--- config.mk ---
export PLATFORM = sky130hd
export DESIGN_NAME = gpio_cmd_scheduler
export DESIGN_NICKNAME = d
export VERILOG_FILES = /design/src/rtl/gpio_cmd_pkg.sv /design/src/rtl/cmd_sync_fifo.sv /design/src/rtl/gpio_cmd_scheduler.sv
export SDC_FILE = /design/constraint.sdc
export NUM_CORES = 1
export LEC_CHECK = 0
export CORE_UTILIZATION = 55
export DETAILED_ROUTE_END_ITERATION = 8
export GPL_TIMING_DRIVEN = 0
export PLACE_DENSITY = 0.76
export SLEW_MARGIN = 20
export SYNTH_ARGS = -nofsm -noshare
export SYNTH_HDL_FRONTEND = slang
export SYNTH_HIERARCHICAL = 1
export SYNTH_SLANG_ARGS = --single-unit
--- constraint.sdc ---
create_clock -name dst_clk -period 5.55 [get_ports dst_clk]
set_input_delay 1.11 -clock dst_clk [delete_from_list [all_inputs] [get_ports dst_clk]]
set_output_delay 1.11 -clock dst_clk [all_outputs]
set_load 0.02 [all_outputs]
--- src/rtl/gpio_cmd_pkg.sv ---
// Shared definitions for the GPIO command scheduler: command word layout,
// opcodes, waveform register selects and the scheduler state encoding.
package gpio_cmd_pkg;

  localparam int OP_LSB  = 28;
  localparam int CH_LSB  = 24;
  localparam int PL_W    = 24;
  localparam int AMP_W   = 16;

  localparam logic [3:0] OP_NOP        = 4'h0;
  localparam logic [3:0] OP_STAGE_FREQ = 4'h1;
  localparam logic [3:0] OP_STAGE_AMP  = 4'h2;
  localparam logic [3:0] OP_COMMIT     = 4'h3;
  localparam logic [3:0] OP_STAGE_EN   = 4'h4;

  localparam logic [1:0] SEL_FREQ = 2'd0;
  localparam logic [1:0] SEL_AMP  = 2'd1;
  localparam logic [1:0] SEL_EN   = 2'd2;

  typedef enum logic [1:0] {
    ST_IDLE      = 2'd0,
    ST_WAIT_TICK = 2'd1,
    ST_APPLY     = 2'd2
  } sched_state_e;

  // Opcodes above STAGE_EN are reserved and treated as illegal.
  function automatic logic is_illegal_op(input logic [3:0] op);
    return op > OP_STAGE_EN;
  endfunction

endpackage

--- src/rtl/cmd_sync_fifo.sv ---
// Single-clock first-word-fall-through FIFO; rdata always shows the head word.
// Pushes while full and pops while empty are ignored.
module cmd_sync_fifo #(
  parameter int WIDTH = 32,
  parameter int DEPTH = 8
) (
  input  logic                     clk,
  input  logic                     rst_n,
  input  logic                     push,
  input  logic [WIDTH-1:0]         wdata,
  input  logic                     pop,
  output logic [WIDTH-1:0]         rdata,
  output logic                     full,
  output logic                     empty,
  output logic [$clog2(DEPTH):0]   count
);

  localparam int AW = $clog2(DEPTH);
  localparam logic [AW:0] FULL_CNT = (AW+1)'(DEPTH);

  logic [WIDTH-1:0] mem_q [DEPTH];
  logic [AW:0]      wr_ptr_q;
  logic [AW:0]      rd_ptr_q;

  // Pointers carry one extra wrap bit so full and empty are distinguishable.
  assign count = wr_ptr_q - rd_ptr_q;
  assign full  = (count == FULL_CNT);
  assign empty = (wr_ptr_q == rd_ptr_q);
  assign rdata = mem_q[rd_ptr_q[AW-1:0]];

  always_ff @(posedge clk or negedge rst_n) begin
    if (!rst_n) begin
      wr_ptr_q <= '0;
      rd_ptr_q <= '0;
    end else begin
      if (push && !full) wr_ptr_q <= wr_ptr_q + 1'b1;
      if (pop && !empty) rd_ptr_q <= rd_ptr_q + 1'b1;
    end
  end

  always_ff @(posedge clk) begin
    if (push && !full) mem_q[wr_ptr_q[AW-1:0]] <= wdata;
  end

endmodule

--- src/rtl/gpio_cmd_scheduler.sv ---
// Buffers waveform commands, stages register updates per channel and applies
// all dirty staging registers as a burst of writes on the next frame tick.
module gpio_cmd_scheduler
  import gpio_cmd_pkg::*;
#(
  parameter int NCH   = 4,
  parameter int DEPTH = 8,
  localparam int CHW  = (NCH > 1) ? $clog2(NCH) : 1
) (
  input  logic           dst_clk,
  input  logic           dst_rst_n,
  input  logic           cmd_wen,
  input  logic [31:0]    cmd_wdata,
  input  logic           frame_tick,
  output logic           wr_en,
  output logic [CHW-1:0] wr_ch,
  output logic [1:0]     wr_sel,
  output logic [23:0]    wr_data,
  output logic           commit_done,
  output logic           busy,
  output logic           cmd_overflow,
  output logic [7:0]     err_cnt,
  output logic [1:0]     state_dbg
);

  // cmd_wen is a strobe with no ready: a word offered while the FIFO is full
  // is lost and latches cmd_overflow; wr_en has no back-pressure either.
  logic [31:0]             head;
  logic                    fifo_full, fifo_empty, pop;
  logic [$clog2(DEPTH):0]  fifo_count;

  cmd_sync_fifo #(.WIDTH(32), .DEPTH(DEPTH)) u_fifo (
    .clk   (dst_clk),
    .rst_n (dst_rst_n),
    .push  (cmd_wen),
    .wdata (cmd_wdata),
    .pop   (pop),
    .rdata (head),
    .full  (fifo_full),
    .empty (fifo_empty),
    .count (fifo_count)
  );

  sched_state_e state_q, state_d;

  logic [23:0]    freq_q [NCH];
  logic [15:0]    amp_q  [NCH];
  logic [NCH-1:0] en_q, fdirty_q, adirty_q;
  logic           edirty_q;
  logic           ovf_q;
  logic [7:0]     err_cnt_q;
  logic [CHW-1:0] wr_ch_q;
  logic [1:0]     wr_sel_q;
  logic [23:0]    wr_data_q;

  logic [3:0]     op;
  logic [CHW-1:0] ch_idx;
  logic           ch_ok, do_freq, do_amp, do_en, do_commit, do_err;

  assign op        = head[OP_LSB +: 4];
  assign ch_idx    = head[CH_LSB +: CHW];
  assign ch_ok     = int'(head[CH_LSB +: 4]) < NCH;
  assign do_freq   = pop && (op == OP_STAGE_FREQ) && ch_ok;
  assign do_amp    = pop && (op == OP_STAGE_AMP) && ch_ok;
  assign do_en     = pop && (op == OP_STAGE_EN);
  assign do_commit = pop && (op == OP_COMMIT);
  assign do_err    = pop && (is_illegal_op(op) ||
                     (((op == OP_STAGE_FREQ) || (op == OP_STAGE_AMP)) && !ch_ok));

  // Lowest dirty item wins: ch0 freq, ch0 amp, ch1 freq ... then the enable mask.
  logic           pick_any;
  logic [CHW-1:0] pick_ch;
  logic [1:0]     pick_sel;
  logic [23:0]    pick_data;

  always_comb begin
    pick_any  = edirty_q;
    pick_ch   = '0;
    pick_sel  = SEL_EN;
    pick_data = 24'(en_q);
    for (int c = NCH - 1; c >= 0; c--) begin
      if (adirty_q[c]) begin
        pick_any  = 1'b1;
        pick_ch   = CHW'(c);
        pick_sel  = SEL_AMP;
        pick_data = {8'h00, amp_q[c]};
      end
      if (fdirty_q[c]) begin
        pick_any  = 1'b1;
        pick_ch   = CHW'(c);
        pick_sel  = SEL_FREQ;
        pick_data = freq_q[c];
      end
    end
  end

  always_ff @(posedge dst_clk or negedge dst_rst_n) begin
    if (!dst_rst_n) state_q <= ST_IDLE;
    else            state_q <= state_d;
  end

  always_comb begin
    state_d = state_q;
    case (state_q)
      ST_IDLE:      if (do_commit)  state_d = ST_WAIT_TICK;
      ST_WAIT_TICK: if (frame_tick) state_d = ST_APPLY;
      ST_APPLY:     if (!pick_any)  state_d = ST_IDLE;
      default:                      state_d = ST_IDLE;
    endcase
  end

  always_comb begin
    pop         = (state_q == ST_IDLE) && !fifo_empty;
    wr_en       = (state_q == ST_APPLY) && pick_any;
    commit_done = (state_q == ST_APPLY) && !pick_any;
    wr_ch       = wr_en ? pick_ch   : wr_ch_q;
    wr_sel      = wr_en ? pick_sel  : wr_sel_q;
    wr_data     = wr_en ? pick_data : wr_data_q;
  end

  always_ff @(posedge dst_clk or negedge dst_rst_n) begin
    if (!dst_rst_n) begin
      for (int c = 0; c < NCH; c++) begin
        freq_q[c] <= '0;
        amp_q[c]  <= '0;
      end
      en_q      <= '0;
      fdirty_q  <= '0;
      adirty_q  <= '0;
      edirty_q  <= 1'b0;
      ovf_q     <= 1'b0;
      err_cnt_q <= '0;
      wr_ch_q   <= '0;
      wr_sel_q  <= '0;
      wr_data_q <= '0;
    end else begin
      if (do_freq) begin
        freq_q[ch_idx]   <= head[PL_W-1:0];
        fdirty_q[ch_idx] <= 1'b1;
      end
      if (do_amp) begin
        amp_q[ch_idx]    <= head[AMP_W-1:0];
        adirty_q[ch_idx] <= 1'b1;
      end
      if (do_en) begin
        en_q     <= head[NCH-1:0];
        edirty_q <= 1'b1;
      end
      if (wr_en) begin
        wr_ch_q   <= pick_ch;
        wr_sel_q  <= pick_sel;
        wr_data_q <= pick_data;
        if (pick_sel == SEL_EN)        edirty_q          <= 1'b0;
        else if (pick_sel == SEL_FREQ) fdirty_q[pick_ch] <= 1'b0;
        else                           adirty_q[pick_ch] <= 1'b0;
      end
      if (do_err && (err_cnt_q != 8'hFF)) err_cnt_q <= err_cnt_q + 8'd1;
      if (cmd_wen && fifo_full)           ovf_q     <= 1'b1;
    end
  end

  assign busy         = (state_q != ST_IDLE) || (fifo_count != '0);
  assign cmd_overflow = ovf_q;
  assign err_cnt      = err_cnt_q;
  assign state_dbg    = state_q;

endmodule

# ---- Word-level counts from Yosys, hierarchy flattened
# Memories as Yosys holds them, arrays and structs flattened.
# Cells that the tools add are included.
dict set report totals {
  ff_bits 220
  mem_bits_rw 256
  output_inout_bits 42
  word_cells 144
  n_memories 1
}
dict set report classes {
  n_addsub 4
  order_cmp 8
  eq_ne 13
  n_mux 62
  bitwise 6
  n_reduce_logical 30
}
# name depth width rd rd_clocked_by_memory_dff write_ports line
set mem_list {}
lappend mem_list {u_fifo.mem_q 8 32 1 0 1 cmd_sync_fifo.sv:21} ;# logic [WIDTH-1:0] mem_q [DEPTH];
# cell count
set op_table {}
lappend op_table {{24-bit 2-to-1 mux} 9}
lappend op_table {{96-bit bitwise mux} 1}
lappend op_table {{64-bit bitwise mux} 1}
lappend op_table {{24-bit demux with 2-bit select} 1}
lappend op_table {{2-bit 2-to-1 mux} 21}
lappend op_table {{16-bit demux with 2-bit select} 1}
lappend op_table {{16-bit 2-to-1 mux} 2}
lappend op_table {{4-bit 2-to-1 mux} 8}
lappend op_table {{1-bit logical AND} 18}
lappend op_table {{1-bit 2-to-1 mux} 15}
lappend op_table {{4-bit by 1-bit adder with 4-bit output (second input constant)} 2}
lappend op_table {{8-bit by 1-bit adder with 8-bit output (second input constant)} 1}
lappend op_table {{4-bit bitwise AND} 2}
lappend op_table {{4-bit by 2-bit equality test with 1-bit output (second input constant)} 2}
lappend op_table {{8-bit != test (second input constant)} 1}
lappend op_table {{4-bit OR} 2}
lappend op_table {{2-bit by 3-bit < comparator with 1-bit output (second input constant)} 2}
lappend op_table {{2-bit != test (second input constant)} 3}
lappend op_table {{2-bit case mux with 3 select lines} 1}
lappend op_table {{1-bit demux with 2-bit select} 2}
lappend op_table {{2-bit equality test (second input constant)} 2}
lappend op_table {{4-bit by 1-bit equality test with 1-bit output (second input constant)} 1}
lappend op_table {{4-bit by 3-bit equality test with 1-bit output (second input constant)} 1}
lappend op_table {{4-bit equality test} 1}
lappend op_table {{other kinds (16)} 23}

# ---- Logic depth before layout (Yosys ltp)
dict set report logic_depth {
  depth_word 17
  mapped_depth 13
  depth_no_buf 10
}

# ---- Modules after synthesis
# Netlist, hierarchy kept.
# module instances cells_per_inst area_each_um2 seq_area_each_um2
set modules_own_cells {}
lappend modules_own_cells {cmd_sync_fifo 1 499 10232.3 7887.6}
lappend modules_own_cells {gpio_cmd_scheduler 1 756 9339.0 5305.1}

# ---- Worst setup path after synthesis
# No wires, ideal clock.
dict set report synth_timing {
  kind {reg-to-reg}
  start {reg u_fifo.rd_ptr_q[1]}
  end {mem u_fifo.mem_q[0][0] (enable)}
  setup_time_ns 0.501
  arrival_ns 5.027
  setup_slack_ns 0.022
  stages_incl_launch_ff 9
  path_cell_list {dfrtp_1 -> buf_2 -> buf_1 -> inv_1 -> ha_1 -> nand3b_1 -> a21oi_2 -> nor3_4 -> nor4_1}
}
dict set report synth_between {
  elab_chain_cells 6
}
# element line
set synth_lines {}
lappend synth_lines {{start: declaration} cmd_sync_fifo.sv:23} ;# logic [AW:0] rd_ptr_q;
lappend synth_lines {{start signal: assignment} cmd_sync_fifo.sv:37} ;# if (pop && !empty) rd_ptr_q <= rd_ptr_q + 1'b1;
lappend synth_lines {{4-bit subtractor} cmd_sync_fifo.sv:26} ;# assign count = wr_ptr_q - rd_ptr_q;
lappend synth_lines {{4-bit equality test} cmd_sync_fifo.sv:27} ;# assign full = (count == FULL_CNT);
lappend synth_lines {{net fifo_full} gpio_cmd_scheduler.sv:29} ;# logic fifo_full, fifo_empty, pop;
lappend synth_lines {{1-bit logical NOT} cmd_sync_fifo.sv:42} ;# if (push && !full) mem_q[wr_ptr_q[AW-1:0]] <= wdata;
lappend synth_lines {{1-bit logical AND} cmd_sync_fifo.sv:42}
lappend synth_lines {{1-bit 2-to-1 mux} cmd_sync_fifo.sv:42}
lappend synth_lines {{1-bit 2-to-1 mux (implied by the code)} cmd_sync_fifo.sv:42}
lappend synth_lines {{end: declaration} cmd_sync_fifo.sv:21}
# The timed path passes the listed nets, and every way through them passes these cells.

# ---- Final worst setup path
dict set report layout_timing {
  start {reg u_fifo.rd_ptr_q[1]}
  end {out busy}
}
dict set report layout_between {
  elab_chain_cells 3
}
# element line
set layout_lines {}
lappend layout_lines {{4-bit subtractor} cmd_sync_fifo.sv:26}
lappend layout_lines {{net fifo_count[3]} gpio_cmd_scheduler.sv:30} ;# logic [$clog2(DEPTH):0] fifo_count;
lappend layout_lines {{4-bit nonzero test} gpio_cmd_scheduler.sv:162} ;# assign busy = (state_q != ST_IDLE) || (fifo_count != '0);
lappend layout_lines {{1-bit logical OR} gpio_cmd_scheduler.sv:162}
lappend layout_lines {{end: declaration} gpio_cmd_scheduler.sv:20} ;# output logic busy,
# The timed path passes the listed nets, and every way through them passes these cells.

==> flow_summary_export.csv <==
group,metric,value,unit
sta,timing.hold.ws,0.431,ns
drt,ant_nets,0,
pwr,p_per_area,568,nW/um2
place,io_buffers,77,
place,dp_hpwl,30100,um
worst_setup_path,worst-path-stages,10,
job,maxCapViolCount,0,
sta,finalCritPeriodShare,0.921,
clocking,clkSinkCount,476,
pwr,max-vdd-ir-drop,385,uV
sta,finalClockSkew,0.0181,ns
yosys,synth_top_area_share,0.393,
yosys,synth_fp_nets,1298,
cells_and_area,nNetsFinal,1458,
die,die_y,191,um
global_routing,grt-ovfl-total,0,
yosys,synth_cells,1255,
worst_setup_path,cp-endpoint,"busy",
yosys,ys_async_sr_fraction,0.462,
worst_setup_path,ff2ff_path_depth,10,
pwr,switchingPower,0.00472,W
place,dp_cells,1822,
worst_setup_path,reg2reg_slack,1.24,ns
worst_setup_path,path_cells,"buf_2, buf_1, inv_1, ha_1, nand3b_1, a21oi_2, nor2_1, nor4_1, nand2_1, clkdlybuf4s50_1",
clocking,clkTransAtPathRegs,0.06,ns
die,die_area,36300,um2
clocking,cts_tree,"yes",
die,die_w,191,um
clocking,clockRootBuffer,"clkbuf_16",
cells_and_area,drive_above_1_share,0.259,
worst_setup_path,cp.required,4.44,ns
run_status,status,"finished clean",
yosys,synth_common_cells,"edfxtp_1 (256), dfrtp_1 (220), nand2_1 (197)",
yosys,syn_avg_cell_area,15.6,um2
cells_and_area,final_cell_area,22800,um2
yosys,yosys_warnings,6,
sta,tightest_slew,1.06,ns
sta,fmax,0.196,GHz
worst_setup_path,crit_family,"buffers and inverters",
drt,routed_wl,45400,um
drt,via_per_inst,6.11,
cells_and_area,final_cell_count_no_fill,1905,
yosys,synth_edf_count,256,
global_routing,antenna_found_initial,2,
drt,vias,11600,
worst_setup_path,slowest_delay,0.60,ns
sta,setup_viol,0,
worst_setup_path,crit_type,"reg -> out",
die,start_util,0.562,
pwr,power.sequential.fraction,0.381,
sta,min_period,5.11,ns
sta,slew_headroom,0.288,
sta,rsz0062_at_grt,"no",
global_routing,grt_max_degree,101,
clocking,worstSkewPairLatency,0.58,ns
worst_setup_path,cp.arrival,4.00,ns
global_routing,grt_pass1_vias,12000,
min_path,min_path_type,"in -> async",
drt,drt_iter0_drc,926,
worst_setup_path,critPathBufInv,4,
place,gp_congestion,0.892,
cells_and_area,flow.area_growth_from_synthesis,16.3,%
worst_setup_path,cp_max_fo,10,
yosys,yosys.cell_count.top_type,"edfxtp_1",
global_routing,grt_pass1_wl,69800,um
place,placed_cell_area,21300,um2
yosys,netlist_area,19600,um2
worst_setup_path,cp-end-kind,"output port",
yosys,synthDistinctLibCells,69,
pwr,switching_share,0.365,
pwr,p_leak,8.97,nW
pwr,p_comb_frac,0.385,
yosys,ys_top_cells_by_area,"edfxtp_1 (39%), dfrtp_1 (28%), mux2_2 (8.1%)",
yosys,ys_ff_latch,476,
sta,slew_viol_final,0,
worst_setup_path,critPathLaunch,"u_fifo/rd_ptr_q[1]$_DFFE_PN0P_",
clocking,cts-resized-gates,0,
yosys,ys_seq_area_frac,0.674,
yosys,synthFlopType,"edfxtp_1",
worst_setup_path,timing.rr.start,"u_fifo/rd_ptr_q[1]$_DFFE_PN0P_",
pwr,p_total,0.0129,W
pwr,pwr-share-clk,0.234,
clocking,cts_setup_buffers,0,
worst_setup_path,r2r_end,"u_fifo/mem_q[1][20]$_DFFE_PP_",
die,pin_count,78,
drt,wl_per_cell,23.8,um
global_routing,grt_use_total,0.259,
sta,timing_hold_violations_final,0,
drt,drc,0,
worst_setup_path,slowest_stage,"buf_1",
pwr,power.internal,0.00821,W
clocking,cts_made_buffers,46,
clocking,htreeDepth,2,
clocking,clockBufferDepth,3,
clocking,cts_hold_buf,0,
die,core,34800,um2
cells_and_area,fill_cells,2362,
die,rows,68,
yosys,synth_largest_area_cell,"edfxtp_1",
drt,drtPass1Iterations,5,
worst_setup_path,startpoint_type,"flop",
-- worst min-delay path by stage --
stage | from | end | slack, ns
2_1_floorplan | amp_q[48]$_DFFE_PN0P_ | amp_q[48]$_DFFE_PN0P_ | 0.44
3_3_place_gp | cmd_overflow$_DFFE_PN0P_ | cmd_overflow$_DFFE_PN0P_ | 0.44
3_5_place_dp | cmd_overflow$_DFFE_PN0P_ | cmd_overflow$_DFFE_PN0P_ | 0.44
4_1_cts | dst_rst_n | err_cnt[6]$_DFFE_PN0P_ | 0.44
5_1_grt | dst_rst_n | err_cnt[6]$_DFFE_PN0P_ | 0.46
6_report | dst_rst_n | err_cnt[6]$_DFFE_PN0P_ | 0.43
-- power groups by stage --
stage	sequential (W)	combinational [W]	clock, W
global route	0.00500	0.00534	0.00321
global placement	0.00498	0.00469	0
floorplan	0.00492	0.00319	0
CTS	0.00492	0.00497	0.00307
finish	0.00492	0.00498	0.00302
detailed placement	0.00497	0.00493	0
-- cells by family (layout without fill, tap and decap cells) --
kind of cell | after synthesis | after routing | synth area share
other | 0 | 1 | 0
AOI/OAI and AO/OA | 164 | 164 | 0.0593
muxes | 219 | 219 | 0.164
and+or+nand+nor | 295 | 295 | 0.0705
buffers and inverters | 80 | 274 | 0.0201
DFF | 476 | 476 | 0.674
xor gates and xnor gates | 14 | 14 | 0.00665
adders and majority gates | 7 | 7 | 0.00486
-- routing by layer --
metal / vias to the layer above / global-route usage / routed length, um
met3: 97 / 0.0556 / 3240
met4: 2 / 0.100 / 1370
met5: - / 0 / 13
met2: 447 / 0.427 / 22600
met1: 6019 / 0.337 / 18200
li1: 5075 / - / -
-- worst reg2reg max path: stages (launching register included) --
cell	delay [ns]
dfrtp_1	0.46
buf_2	0.32
buf_1	0.60
inv_1	0.23
ha_1	0.36
nand3b_1	0.13
a21oi_2	0.37
nor3_4	0.18
nor4_2	0.76
buf_2	0.34
buf_2	0.24
-- sequential cells by signal (all words and copies together) (netlist names) --
| signal | count |
|---|---|
| adirty_q | 4 |
| amp_q | 64 |
| cmd_overflow | 1 |
| edirty_q | 1 |
| en_q | 4 |
| err_cnt | 8 |
| fdirty_q | 4 |
| freq_q | 96 |
| state_dbg | 2 |
| u_fifo/mem_q | 256 |
| u_fifo/rd_ptr_q | 4 |
| u_fifo/wr_ptr_q | 4 |
| wr_ch_q | 2 |
| wr_data_q | 24 |
| wr_sel_q | 2 |
-- stage by stage --
stage                     TNS (ns)  worst slack (ns)  utilization
after floorplan                  0            0.0220            -
after global placement    -1738.49             -5.84        0.601
after detailed placement         0              1.05        0.612
after CTS                        0             0.402        0.654
after global routing             0             0.135        0.654
final                            0             0.441        0.654
-- final cells by class --
cell class | instances | area (um2) | share of cell area
Inverter | 14 | 55.1 | 0.00242
Tap cell | 455 | 569 | 0.0250
Multi-Input combinational cell | 699 | 6040 | 0.265
Timing Repair Buffer | 112 | 1120 | 0.0490
Buffer | 66 | 339 | 0.0149
Antenna cell | 1 | 2.50 | 0.000110
Sequential cell | 476 | 13200 | 0.580
Clock buffer | 64 | 1290 | 0.0567
Clock inverter | 18 | 154 | 0.00676
-- layout by cell type (no fill, tap or decap), types with 4 or more instances in the layout --
| cell type | netlist | layout |
|---|---|---|
| a21oi_1 | 23 | 23 |
| a221oi_1 | 32 | 32 |
| a31oi_1 | 4 | 4 |
| buf_1 | 6 | 6 |
| buf_2 | 13 | 21 |
| buf_4 | 9 | 23 |
| buf_6 | 4 | 14 |
| clkbuf_1 | 33 | 45 |
| clkbuf_16 | 0 | 47 |
| clkbuf_8 | 0 | 5 |
| clkdlybuf4s50_1 | 0 | 76 |
| clkinv_1 | 0 | 6 |
| clkinv_2 | 0 | 7 |
| dfrtp_1 | 220 | 220 |
| edfxtp_1 | 256 | 256 |
| ha_1 | 6 | 6 |
| inv_1 | 13 | 13 |
| mux2_2 | 141 | 141 |
| mux2_4 | 10 | 10 |
| mux2i_1 | 4 | 4 |
| mux4_2 | 64 | 64 |
| nand2_1 | 197 | 197 |
| nand2b_1 | 4 | 4 |
| nand3_1 | 6 | 6 |
| nand4_1 | 5 | 5 |
| nor2_1 | 34 | 33 |
| nor2b_1 | 8 | 8 |
| nor3_1 | 7 | 4 |
| nor3_2 | 1 | 4 |
| o21ai_0 | 54 | 54 |
| o221ai_1 | 26 | 26 |
| xnor2_1 | 10 | 10 |
(Power assumes the default switching activity.)
